`src/rtl/uncache_axi_bridge_pkg.sv`:
```
// uncache_axi_bridge_pkg
// Shared definitions for the uncached AXI bridge: FSM state encoding,
// fixed AXI4 field values and the default transaction ID.
package uncache_axi_bridge_pkg;

    typedef enum logic [2:0] {
        ST_IDLE    = 3'd0,
        ST_RD_ADDR = 3'd1,
        ST_RD_DATA = 3'd2,
        ST_WR      = 3'd3,
        ST_WR_RESP = 3'd4,
        ST_DONE    = 3'd5
    } state_e;

    localparam logic [1:0] BURST_INCR     = 2'b01;
    localparam logic [2:0] SIZE_4B        = 3'b010;
    localparam logic [1:0] RESP_OKAY      = 2'b00;
    localparam logic [3:0] AXI_ID_DEFAULT = 4'd1;

    // SLVERR/DECERR are errors; EXOKAY (2'b01) is not.
    function automatic logic resp_is_err(input logic [1:0] resp);
        return resp[1] && (resp != RESP_OKAY);
    endfunction

endpackage

```
`src/rtl/uncache_axi_bridge_if.sv`:
```
// uncache_axi_bridge_if
// Single-beat AXI4 bus between the uncached bridge (master) and the
// MMIO/confreg interconnect (slave).
//   AR/R : arid araddr arlen arsize arburst arlock arcache arprot arvalid
//          / arready ; rid rdata rresp rlast rvalid / rready
//   AW/W/B: awid awaddr ... awvalid / awready ; wid wdata wstrb wlast
//          wvalid / wready ; bid bresp bvalid / bready
interface uncache_axi_bridge_if #(
    parameter int ADDR_W = 32
) ();
    logic [3:0]        arid;
    logic [ADDR_W-1:0] araddr;
    logic [7:0]        arlen;
    logic [2:0]        arsize;
    logic [1:0]        arburst;
    logic [1:0]        arlock;
    logic [3:0]        arcache;
    logic [2:0]        arprot;
    logic              arvalid;
    logic              arready;

    logic [3:0]        rid;
    logic [31:0]       rdata;
    logic [1:0]        rresp;
    logic              rlast;
    logic              rvalid;
    logic              rready;

    logic [3:0]        awid;
    logic [ADDR_W-1:0] awaddr;
    logic [7:0]        awlen;
    logic [2:0]        awsize;
    logic [1:0]        awburst;
    logic [1:0]        awlock;
    logic [3:0]        awcache;
    logic [2:0]        awprot;
    logic              awvalid;
    logic              awready;

    logic [3:0]        wid;
    logic [31:0]       wdata;
    logic [3:0]        wstrb;
    logic              wlast;
    logic              wvalid;
    logic              wready;

    logic [3:0]        bid;
    logic [1:0]        bresp;
    logic              bvalid;
    logic              bready;

    modport master (
        output arid, araddr, arlen, arsize, arburst, arlock, arcache, arprot, arvalid,
        input  arready,
        input  rid, rdata, rresp, rlast, rvalid,
        output rready,
        output awid, awaddr, awlen, awsize, awburst, awlock, awcache, awprot, awvalid,
        input  awready,
        output wid, wdata, wstrb, wlast, wvalid,
        input  wready,
        input  bid, bresp, bvalid,
        output bready
    );

    modport slave (
        input  arid, araddr, arlen, arsize, arburst, arlock, arcache, arprot, arvalid,
        output arready,
        output rid, rdata, rresp, rlast, rvalid,
        input  rready,
        input  awid, awaddr, awlen, awsize, awburst, awlock, awcache, awprot, awvalid,
        output awready,
        input  wid, wdata, wstrb, wlast, wvalid,
        output wready,
        output bid, bresp, bvalid,
        input  bready
    );
endinterface

```
`src/rtl/uncache_axi_bridge.sv`:
```
// uncache_axi_bridge
// Single-outstanding AXI4 master for uncached (MMIO/confreg) accesses.
// Turns one rd_req/wr_req word request into one AXI read or write and
// reports completion with a one-cycle reload pulse.
// Ports:
//   clk, resetn             clock, synchronous active-low reset
//   rd_req, rd_addr         read request (held until reload)
//   wr_req, wr_addr,
//   wr_data, wr_wstrb       write request (held until reload); wins over rd_req
//   reload                  one-cycle completion pulse
//   rd_data                 last read data, holds until the next read
//   bus_err                 pulses with reload on SLVERR/DECERR
//   axi                     AXI4 master port
//   dbg_state_o             current FSM state
//
// Handshake rule: a valid, once raised, stays high with its payload
// stable until the cycle where the matching ready is sampled high; the
// transfer happens on that clock edge. All outputs come from flops, so
// no AXI input reaches an output combinationally.
module uncache_axi_bridge
    import uncache_axi_bridge_pkg::*;
#(
    parameter logic [3:0] AXI_ID = AXI_ID_DEFAULT,
    parameter int         ADDR_W = 32
) (
    input  logic              clk,
    input  logic              resetn,
    input  logic              rd_req,
    input  logic [ADDR_W-1:0] rd_addr,
    input  logic              wr_req,
    input  logic [3:0]        wr_wstrb,
    input  logic [ADDR_W-1:0] wr_addr,
    input  logic [31:0]       wr_data,
    output logic              reload,
    output logic [31:0]       rd_data,
    output logic              bus_err,
    uncache_axi_bridge_if.master axi,
    output state_e            dbg_state_o
);

    state_e            state_q;
    logic [ADDR_W-1:0] addr_q;
    logic [31:0]       wdata_q;
    logic [3:0]        wstrb_q;
    logic [31:0]       rd_data_q;
    logic              arvalid_q, rready_q, awvalid_q, wvalid_q, bready_q;
    logic              aw_done_q, w_done_q;
    logic              reload_q, bus_err_q;

    logic aw_hs, w_hs;
    assign aw_hs = awvalid_q && axi.awready;
    assign w_hs  = wvalid_q  && axi.wready;

    always_ff @(posedge clk) begin
        if (!resetn) begin
            state_q   <= ST_IDLE;
            addr_q    <= '0;
            wdata_q   <= '0;
            wstrb_q   <= '0;
            rd_data_q <= '0;
            arvalid_q <= 1'b0;
            rready_q  <= 1'b0;
            awvalid_q <= 1'b0;
            wvalid_q  <= 1'b0;
            bready_q  <= 1'b0;
            aw_done_q <= 1'b0;
            w_done_q  <= 1'b0;
            reload_q  <= 1'b0;
            bus_err_q <= 1'b0;
        end else begin
            reload_q  <= 1'b0;
            bus_err_q <= 1'b0;
            case (state_q)
                ST_IDLE: begin
                    if (wr_req) begin
                        addr_q    <= wr_addr;
                        wdata_q   <= wr_data;
                        wstrb_q   <= wr_wstrb;
                        awvalid_q <= 1'b1;
                        wvalid_q  <= 1'b1;
                        aw_done_q <= 1'b0;
                        w_done_q  <= 1'b0;
                        state_q   <= ST_WR;
                    end else if (rd_req) begin
                        addr_q    <= rd_addr;
                        arvalid_q <= 1'b1;
                        state_q   <= ST_RD_ADDR;
                    end
                end
                ST_RD_ADDR: begin
                    if (axi.arready) begin
                        arvalid_q <= 1'b0;
                        rready_q  <= 1'b1;
                        state_q   <= ST_RD_DATA;
                    end
                end
                ST_RD_DATA: begin
                    // rid/rlast carry no information with one outstanding single beat.
                    if (axi.rvalid) begin
                        rready_q  <= 1'b0;
                        rd_data_q <= axi.rdata;
                        reload_q  <= 1'b1;
                        bus_err_q <= resp_is_err(axi.rresp);
                        state_q   <= ST_DONE;
                    end
                end
                ST_WR: begin
                    if (aw_hs) begin
                        awvalid_q <= 1'b0;
                        aw_done_q <= 1'b1;
                    end
                    if (w_hs) begin
                        wvalid_q <= 1'b0;
                        w_done_q <= 1'b1;
                    end
                    // AW and W may complete in either order or the same cycle.
                    if ((aw_done_q || aw_hs) && (w_done_q || w_hs)) begin
                        bready_q <= 1'b1;
                        state_q  <= ST_WR_RESP;
                    end
                end
                ST_WR_RESP: begin
                    if (axi.bvalid) begin
                        bready_q  <= 1'b0;
                        reload_q  <= 1'b1;
                        bus_err_q <= resp_is_err(axi.bresp);
                        state_q   <= ST_DONE;
                    end
                end
                ST_DONE: begin
                    // Upstream request is still high this cycle; it must not restart.
                    aw_done_q <= 1'b0;
                    w_done_q  <= 1'b0;
                    state_q   <= ST_IDLE;
                end
                default: state_q <= ST_IDLE;
            endcase
        end
    end

    assign axi.arid    = AXI_ID;
    assign axi.araddr  = addr_q;
    assign axi.arlen   = 8'd0;
    assign axi.arsize  = SIZE_4B;
    assign axi.arburst = BURST_INCR;
    assign axi.arlock  = 2'b00;
    assign axi.arcache = 4'b0000;
    assign axi.arprot  = 3'b000;
    assign axi.arvalid = arvalid_q;
    assign axi.rready  = rready_q;

    assign axi.awid    = AXI_ID;
    assign axi.awaddr  = addr_q;
    assign axi.awlen   = 8'd0;
    assign axi.awsize  = SIZE_4B;
    assign axi.awburst = BURST_INCR;
    assign axi.awlock  = 2'b00;
    assign axi.awcache = 4'b0000;
    assign axi.awprot  = 3'b000;
    assign axi.awvalid = awvalid_q;

    assign axi.wid     = AXI_ID;
    assign axi.wdata   = wdata_q;
    assign axi.wstrb   = wstrb_q;
    assign axi.wlast   = 1'b1;
    assign axi.wvalid  = wvalid_q;
    assign axi.bready  = bready_q;

    assign reload      = reload_q;
    assign bus_err     = bus_err_q;
    assign rd_data     = rd_data_q;
    assign dbg_state_o = state_q;

    logic unused_inputs;
    assign unused_inputs = ^{axi.rid, axi.rlast, axi.bid};

endmodule
```
`src/flat_wrapper.sv`:
```
// flat-port wrapper written by rule: the top's interface ports become plain ports
module uncache_axi_bridge_flat import uncache_axi_bridge_pkg::*;
#(
    parameter logic [3:0] AXI_ID = AXI_ID_DEFAULT,
    parameter int         ADDR_W = 32
)
  (clk, resetn, rd_req, rd_addr, wr_req, wr_wstrb, wr_addr, wr_data, reload, rd_data, bus_err, dbg_state_o, axi_arid, axi_araddr, axi_arlen, axi_arsize, axi_arburst, axi_arlock, axi_arcache, axi_arprot, axi_arvalid, axi_arready, axi_rid, axi_rdata, axi_rresp, axi_rlast, axi_rvalid, axi_rready, axi_awid, axi_awaddr, axi_awlen, axi_awsize, axi_awburst, axi_awlock, axi_awcache, axi_awprot, axi_awvalid, axi_awready, axi_wid, axi_wdata, axi_wstrb, axi_wlast, axi_wvalid, axi_wready, axi_bid, axi_bresp, axi_bvalid, axi_bready);
  uncache_axi_bridge_if #(.ADDR_W(ADDR_W)) axi_i ();
  input  logic clk;
  input  logic resetn;
  input  logic rd_req;
  input  logic [ADDR_W-1:0] rd_addr;
  input  logic wr_req;
  input  logic [3:0] wr_wstrb;
  input  logic [ADDR_W-1:0] wr_addr;
  input  logic [31:0] wr_data;
  output logic reload;
  output logic [31:0] rd_data;
  output logic bus_err;
  output state_e dbg_state_o;
  output wire logic [$bits(axi_i.arid)-1:0] axi_arid;
  output wire logic [$bits(axi_i.araddr)-1:0] axi_araddr;
  output wire logic [$bits(axi_i.arlen)-1:0] axi_arlen;
  output wire logic [$bits(axi_i.arsize)-1:0] axi_arsize;
  output wire logic [$bits(axi_i.arburst)-1:0] axi_arburst;
  output wire logic [$bits(axi_i.arlock)-1:0] axi_arlock;
  output wire logic [$bits(axi_i.arcache)-1:0] axi_arcache;
  output wire logic [$bits(axi_i.arprot)-1:0] axi_arprot;
  output wire logic [$bits(axi_i.arvalid)-1:0] axi_arvalid;
  input wire logic [$bits(axi_i.arready)-1:0] axi_arready;
  input wire logic [$bits(axi_i.rid)-1:0] axi_rid;
  input wire logic [$bits(axi_i.rdata)-1:0] axi_rdata;
  input wire logic [$bits(axi_i.rresp)-1:0] axi_rresp;
  input wire logic [$bits(axi_i.rlast)-1:0] axi_rlast;
  input wire logic [$bits(axi_i.rvalid)-1:0] axi_rvalid;
  output wire logic [$bits(axi_i.rready)-1:0] axi_rready;
  output wire logic [$bits(axi_i.awid)-1:0] axi_awid;
  output wire logic [$bits(axi_i.awaddr)-1:0] axi_awaddr;
  output wire logic [$bits(axi_i.awlen)-1:0] axi_awlen;
  output wire logic [$bits(axi_i.awsize)-1:0] axi_awsize;
  output wire logic [$bits(axi_i.awburst)-1:0] axi_awburst;
  output wire logic [$bits(axi_i.awlock)-1:0] axi_awlock;
  output wire logic [$bits(axi_i.awcache)-1:0] axi_awcache;
  output wire logic [$bits(axi_i.awprot)-1:0] axi_awprot;
  output wire logic [$bits(axi_i.awvalid)-1:0] axi_awvalid;
  input wire logic [$bits(axi_i.awready)-1:0] axi_awready;
  output wire logic [$bits(axi_i.wid)-1:0] axi_wid;
  output wire logic [$bits(axi_i.wdata)-1:0] axi_wdata;
  output wire logic [$bits(axi_i.wstrb)-1:0] axi_wstrb;
  output wire logic [$bits(axi_i.wlast)-1:0] axi_wlast;
  output wire logic [$bits(axi_i.wvalid)-1:0] axi_wvalid;
  input wire logic [$bits(axi_i.wready)-1:0] axi_wready;
  input wire logic [$bits(axi_i.bid)-1:0] axi_bid;
  input wire logic [$bits(axi_i.bresp)-1:0] axi_bresp;
  input wire logic [$bits(axi_i.bvalid)-1:0] axi_bvalid;
  output wire logic [$bits(axi_i.bready)-1:0] axi_bready;
  assign axi_arid = axi_i.arid;
  assign axi_araddr = axi_i.araddr;
  assign axi_arlen = axi_i.arlen;
  assign axi_arsize = axi_i.arsize;
  assign axi_arburst = axi_i.arburst;
  assign axi_arlock = axi_i.arlock;
  assign axi_arcache = axi_i.arcache;
  assign axi_arprot = axi_i.arprot;
  assign axi_arvalid = axi_i.arvalid;
  assign axi_i.arready = axi_arready;
  assign axi_i.rid = axi_rid;
  assign axi_i.rdata = axi_rdata;
  assign axi_i.rresp = axi_rresp;
  assign axi_i.rlast = axi_rlast;
  assign axi_i.rvalid = axi_rvalid;
  assign axi_rready = axi_i.rready;
  assign axi_awid = axi_i.awid;
  assign axi_awaddr = axi_i.awaddr;
  assign axi_awlen = axi_i.awlen;
  assign axi_awsize = axi_i.awsize;
  assign axi_awburst = axi_i.awburst;
  assign axi_awlock = axi_i.awlock;
  assign axi_awcache = axi_i.awcache;
  assign axi_awprot = axi_i.awprot;
  assign axi_awvalid = axi_i.awvalid;
  assign axi_i.awready = axi_awready;
  assign axi_wid = axi_i.wid;
  assign axi_wdata = axi_i.wdata;
  assign axi_wstrb = axi_i.wstrb;
  assign axi_wlast = axi_i.wlast;
  assign axi_wvalid = axi_i.wvalid;
  assign axi_i.wready = axi_wready;
  assign axi_i.bid = axi_bid;
  assign axi_i.bresp = axi_bresp;
  assign axi_i.bvalid = axi_bvalid;
  assign axi_bready = axi_i.bready;
  uncache_axi_bridge #(.AXI_ID(AXI_ID), .ADDR_W(ADDR_W)) u_core (.clk(clk), .resetn(resetn), .rd_req(rd_req), .rd_addr(rd_addr), .wr_req(wr_req), .wr_wstrb(wr_wstrb), .wr_addr(wr_addr), .wr_data(wr_data), .reload(reload), .rd_data(rd_data), .bus_err(bus_err), .axi(axi_i), .dbg_state_o(dbg_state_o));
endmodule
```
`config.mk`:
```
export PLATFORM = sky130hd
export DESIGN_NAME = uncache_axi_bridge_flat
export DESIGN_NICKNAME = d
export VERILOG_FILES = /design/src/rtl/uncache_axi_bridge_pkg.sv /design/src/rtl/uncache_axi_bridge_if.sv /design/src/rtl/uncache_axi_bridge.sv /design/src/flat_wrapper.sv
export SDC_FILE = /design/constraint.sdc
export NUM_CORES = 1
export LEC_CHECK = 0
export CAP_MARGIN = 0
export CORE_AREA = 4 4 135 137
export CTS_BUF_LIST = sky130_fd_sc_hd__clkbuf_4 sky130_fd_sc_hd__clkbuf_8 sky130_fd_sc_hd__clkbuf_16
export DETAILED_ROUTE_END_ITERATION = 6
export DIE_AREA = 0 0 139 141
export PLACE_DENSITY = 0.69
export SETUP_SLACK_MARGIN = 0.3
export SLEW_MARGIN = 20
export SYNTH_ARGS = -nofsm -noshare
export SYNTH_HDL_FRONTEND = slang
export SYNTH_SLANG_ARGS = --single-unit
```
`constraint.sdc`:
```
create_clock -name clk -period 2.9 [get_ports clk]
set_input_delay 0.58 -clock clk [delete_from_list [all_inputs] [get_ports clk]]
set_output_delay 0.58 -clock clk [all_outputs]
set_load 0.1 [all_outputs]
```
==> reports/metrics.yaml, run 1 <==
cts:
  ctsLongestPathBuffers: 2
  clk_latency_ns: 0.35
  cts_hold_buf: 0
  cts_root_buf: "clkbuf_16"
  clk_pin_slew_worst_paths_ns: 0.07
  htreeDepth: 3
  cts.sinks: 112
  cts_resized: 0
  cts_setup_buffers: 0
  cts_made_buffers: 9
  tritoncts: "done"
setup_path:
  crit_cells: 1
  crit_family: "flip-flops"
  worst-setup-path-type: "reg -> out"
  cp_num_buf_inv: 1
  crit_fanout: 15
  startpoint_type: "flip-flop"
  r2r-start: "u_core.dbg_state_o[0]"
  r2r_slack_ns: 1.10
  max_stage_delay_ns: 0.62
  worstPathRequired_ns: 2.32
  endpoint_kind: "output pin"
  path_cells: "buf_4"
  cpMaxStageDelayCell: "dfxtp_1"
  reg2regPathDepth: 5
  crit_start: "u_core.dbg_state_o[0]"
  reg2reg_to: "u_core.axi.araddr[18]"
  cp.arrival_ns: 1.36
  endpoint: "dbg_state_o[0]"
floorplanning:
  io_pins: 353
  fp-row-count: 48
  coreArea_mm2: 0.0171
  dieArea_mm2: 0.0196
  die_y_um: 141
  initial_core_util_pct: 30.2
  fp.dieW_um: 139
route:
  wire_per_inst_um: 14.8
  antenna_left: 0
  drc: 0
  via_count: 4588
  postRouteWirelength_mm: 15.7
  first_iter_violations: 168
  routed_via_density: 4.30
  drt_first_pass_iters: 5
placement:
  dp.cells: 1050
  port_buffers: 284
  gp_congestion: 0.807
  hpwl_mm: 12.0
  post-place-ws_ns: 0.734
sta:
  fin_ws_ns: 0.958
  worst_pin_slew_ns: 0.578
  fmax_ghz: 0.515
  relSlewSlack_pct: 61.5
  finalHoldViolations: 0
  slew_violations: 0
  fin_crit_ns: 1.94
  finalSetupViolations: 0
  timing.hold.ws_ns: 0.455
  finalClockSkew_ns: 0.00809
  fin_crit_sh_pct: 67.0
  finalSetupTns_ns: 0
  rsz0062_at_grt: "no"
global_route:
  antenna_found_initial: 0
  first_global_vias: 4159
  grt_usage_pct: 15.0
  grt_max_degree: 41
  grt.overflow.total: 0
  grt_pass1_wl_mm: 23.4
synthesis:
  syn_avg_cell_area_um2: 8.53
  synth_cell_types: 32
  yosys_warnings: 0
  ys_ff_latch: 112
  seq_area_frac_synth_pct: 43.5
  synth_cells: 605
  syn_area_mm2: 0.00516
layout:
  area_delta_synth_final_pct: 48.4
  stdcell_count: 1066
  fin_nets: 990
  drive_gt1_share_pct: 23.8
  diodes: 0
  fill_cells: 1755
flow_run:
  maxCapViolations: 0
hold_path:
  hold_path_class: "reg -> reg"
run_status:
  status: "completed"
power:
  ir_drop_v: 0.00103
  p_leak_nw: 3.26
  power_density_mw_per_mm2: 1340
==> worst min path at each step <==
stage                          from  slack, ns                   end  depth (start not counted)
2_1_floorplan      u_core.aw_done_q       0.45      u_core.aw_done_q                          2
3_3_place_gp    u_core.axi.wdata[5]       0.44   u_core.axi.wdata[5]                          2
3_5_place_dp     u_core.rd_data[23]       0.45    u_core.rd_data[23]                          2
4_1_cts        u_core.axi.wdata[21]       0.46  u_core.axi.wdata[21]                          2
5_1_grt           u_core.rd_data[8]       0.47     u_core.rd_data[8]                          2
6_report         u_core.rd_data[10]       0.45    u_core.rd_data[10]                          2
==> report_power, final <==
| group | switching [mW] | internal [mW] |
|---|---|---|
| sequential | 0.318 | 1.91 |
| clock | 0.612 | 0.646 |
| combinational | 5.42 | 1.34 |
| total | 6.35 | 3.90 |
==> cell usage after synthesis (all sizes together) <==
cell type | n | area share, %
conb | 2 | 0.15
a211oi | 32 | 7.4
inv | 4 | 0.29
and3 | 1 | 0.12
dfxtp | 112 | 43
and3b | 1 | 0.17
nor4b | 1 | 0.17
nor3 | 2 | 0.29
clkbuf | 14 | 1.0
and2 | 1 | 0.12
mux2i | 34 | 6.6
nand3 | 2 | 0.19
a311oi | 1 | 0.17
nand3b | 1 | 0.15
o21ai | 4 | 0.39
buf | 115 | 16
nor3b | 1 | 0.15
a21o | 1 | 0.15
nor2b | 3 | 0.36
a31oi | 2 | 0.24
nor2 | 45 | 3.3
a22oi | 2 | 0.29
nand4bb | 1 | 0.22
a32oi | 2 | 0.34
a21oi | 75 | 7.3
or3b | 1 | 0.17
nand2 | 145 | 11
==> per-stage QoR <==
| stage | cell area [um2] | util, % | power (mW) |
|---|---|---|---|
| after floorplan | 5370 | - | 8.07 |
| after CTS | 7650 | 44.9 | 10.4 |
| after global placement | 7360 | 43.1 | 9.02 |
| after global routing | 7650 | 44.9 | 10.7 |
| final | 7650 | 44.9 | 10.2 |
| after detailed placement | 7360 | 43.1 | 9.07 |
==> flip-flops by register name, indices dropped and copies added, names as in the netlist <==
signal	flops
u_core.rd_data	32
u_core.axi.arvalid	1
u_core.axi.wdata	32
u_core.axi.wstrb	4
u_core.axi.wvalid	1
u_core.axi.rready	1
u_core.reload	1
u_core.axi.bready	1
u_core.aw_done_q	1
u_core.bus_err	1
u_core.axi.awvalid	1
u_core.axi.araddr	32
u_core.dbg_state_o	3
u_core.w_done_q	1
==> cells by family after synthesis <==
| logic type | after synthesis | share of synthesized area [%] |
|---|---|---|
| other | 2 | 0.146 |
| AND/OR/NAND/NOR | 205 | 15.9 |
| flip-flops | 112 | 43.5 |
| AO/OA/AOI/OAI | 119 | 16.2 |
| buffers and inverters | 133 | 17.6 |
| multiplexers | 34 | 6.60 |
==> per-layer routing <==
metal  track usage (%)  wire length [um]  vias to the layer above
met4              4.63               247                        0
met2              25.1              7500                      209
met1              17.7              6420                     2052
met3              5.94              1560                       13
li1                  -                 -                     2314
met5                 0                 0                        -
==> layout by cell type (no fill, tap or decap), types with 4 or more instances in the layout <==
cell / instances
conb_1: 57
dfxtp_1: 112
mux2i_1: 34
o21ai_0: 4
buf_4: 149
clkdlybuf4s50_1: 141
a211oi_1: 4
a211oi_2: 28
clkbuf_16: 9
nand2_1: 145
nor2_1: 45
a21oi_1: 75
==> cell type report <==
cell class / instances / area, um2 / area share (%)
timing repair buffer: 294 / 2590 / 33.9
sequential: 112 / 2240 / 29.3
multi-input combinational: 415 / 2220 / 29.0
tap: 225 / 282 / 3.68
clock buffer: 11 / 253 / 3.30
clock inverter: 5 / 45.0 / 0.588
inverter: 4 / 17.5 / 0.229
(Power assumes the default switching activity.)
==> run 2, diff against run 1 <==
Settings changed: CORE_AREA 4 4 135 137 to 4 4 136 138, DIE_AREA 0 0 139 141 to 0 0 140 142, PLACE_DENSITY 0.69 to 0.68.
Clock period 2.9 ns to 1.8 ns, I/O delays scaled along.
==> run 2 against run 1 <==
Hold slack gained 0.037 ns. Non-clock buffer count is 14 higher. Register-to-register slack lost 0.75 ns. Routed wire length up 15%. Sequential share of layout area is 5.8 points lower. Clock skew about the same. Via count up 4.7%. Critical path depth grew 4. Sequential cell count unchanged. Combinational power rose by 100%. Clock power increased by 67%. First-iteration DRC count shrank 11%. Largest cell class unchanged. Highest routed layer unchanged.
==> reports/metrics.yaml, run 2 (synthesized netlist as in run 1, its figures left out) <==
run_status:
  status: "completed"
setup_path:
  endpoint_kind: "flip-flop"
  r2r_slack_ns: 0.35
  reg2regPathDepth: 5
  r2r-start: "u_core.dbg_state_o[2]"
  max_stage_delay_ns: 0.41
  cp.arrival_ns: 1.69
  path_cells: "nor3_4 -> nor2b_4 -> buf_4 -> clkbuf_16 -> a211oi_1"
  startpoint_type: "flip-flop"
  crit_fanout: 17
  worst-setup-path-type: "reg -> reg"
  worstPathRequired_ns: 2.04
  cpMaxStageDelayCell: "dfxtp_4"
  reg2reg_to: "u_core.axi.araddr[8]"
power:
  p_sw_mw: 11.0
  clkPwrFrac_pct: 10.5
  cell_internal_pwr_mw: 9.10
  power_density_mw_per_mm2: 2060
  p_leak_nw: 3.85
  ir_drop_v: 0.00137
  swShare_pct: 54.6
  pwr-share-comb_pct: 68.7
  seqPwrFrac_pct: 20.8
placement:
  hpwl_mm: 13.8
  dpl-instance-area_mm2: 0.00932
  gp_congestion: 0.808
  port_buffers: 284
hold_path:
  whs_endpoint: "u_core.rd_data[27]"
  min_path_cells: 2
  hold_path_class: "reg -> reg"
  hp-start: "u_core.rd_data[27]"
route:
  antenna_left: 0
  via_count: 4804
  drc: 0
  drt-met1-wl_mm: 6.75
  drt_first_pass_iters: 4
  routed_via_density: 4.45
  met3_length_mm: 1.72
  wire_per_inst_um: 16.7
  highest-signal-layer: "met4"
  dr_wl_met2_mm: 9.32
  postRouteWirelength_mm: 18.1
  first_iter_violations: 149
sta:
  rsz0062_at_grt: "no"
  finalHoldViolations: 0
  fin_crit_ns: 1.45
  finalSetupTns_ns: 0
  fin_crit_sh_pct: 80.8
  finalSetupViolations: 0
  slew_violations: 0
  fmax_ghz: 0.687
  finalClockSkew_ns: 0.00785
global_route:
  grt_usage_pct: 16.7
  grt_pass1_wl_mm: 26.1
  grt_max_degree: 44
  first_global_vias: 4706
  antenna_found_initial: 0
  grt.overflow.total: 0
cts:
  cts_made_buffers: 9
  tritoncts: "done"
  htreeDepth: 3
  cts_root_buf: "clkbuf_16"
  cts.sinks: 112
  clk_pin_slew_worst_paths_ns: 0.08
  ctsLongestPathBuffers: 2
  clk_latency_ns: 0.35
layout:
  diodes: 0
  final_cell_mix: "buf_12 (152), nand2_1 (145), clkdlybuf4s50_1 (141)"
  fin_area_mm2: 0.00976
  drive_gt1_share_pct: 29.5
  fin_nets: 1004
  final_common_cell: "buf_12"
  area_delta_synth_final_pct: 89.2
flow_run:
  maxCapViolations: 0
floorplanning:
  fp-row-count: 48
  die_y_um: 142
  io_pins: 353
  coreArea_mm2: 0.0172
  initial_core_util_pct: 30.0
  dieArea_mm2: 0.0199
  fp.dieW_um: 140
## run 2: metal layers
layer	global-route usage (%)	vias up
li1	-	2340
met1	18.5	2230
met2	29.7	218
met3	6.59	16
met4	5.05	0
met5	0	-
## run 2: critical path: cells and delay by family (launching register included)
kind / cells / cell delay, ns
buffers and inverters: 2 / 0.36
and+or+nand+nor: 2 / 0.50
DFF: 1 / 0.41
AOI/OAI and AO/OA: 1 / 0.08
## run 2: final cells by class
type	instances	area, um2
clock buffer	11	246
sequential	112	2300
inverter	4	17.5
multi-input combinational	415	2230
timing repair buffer	308	4620
tap	225	282
clock inverter	5	62.6
fill	1482	7420
## run 2: worst max-delay path by stage
stage                               start                     to  slack, ns  cells past startpoint
floorplan           u_core.dbg_state_o[2]     u_core.rd_data[13]       0.34                      7
global placement                   rd_req  u_core.axi.araddr[15]       0.12                      6
detailed placement                 rd_req  u_core.axi.araddr[11]       0.07                      6
CTS                 u_core.dbg_state_o[2]   u_core.axi.wdata[31]       0.32                      6
global route        u_core.dbg_state_o[2]  u_core.axi.araddr[24]       0.27                      5
finish              u_core.dbg_state_o[2]   u_core.axi.araddr[8]       0.35                      5
## run 2: power by group through the flow
| stage | Combinational (mW) | Sequential, mW | Clock [mW] |
|---|---|---|---|
| floorplan | 5.24 | 7.87 | 0 |
| global placement | 13.3 | 4.20 | 0 |
| detailed placement | 13.5 | 4.24 | 0 |
| CTS | 13.5 | 4.18 | 2.18 |
| global route | 14.2 | 4.26 | 2.30 |
| finish | 13.8 | 4.17 | 2.10 |
## run 2: what timing repair did
item	4_1_cts	5_1_grt
resized for setup	0	4
setup endpoints to repair	0	57
setup buffers	0	2
hold buffers	0	0
## run 2: stage by stage
step	utilization [%]	hold slack, ns	setup slack [ns]	total power, mW	cells
2_1_floorplan	-	0.455	0.336	13.1	660
3_3_place_gp	54.3	0.466	0.125	17.5	1058
3_5_place_dp	54.3	0.480	0.0741	17.7	1058
4_1_cts	56.1	0.492	0.323	19.8	1074
5_1_grt	56.8	0.510	0.266	20.8	1080
6_report	56.8	0.492	0.345	20.1	1080
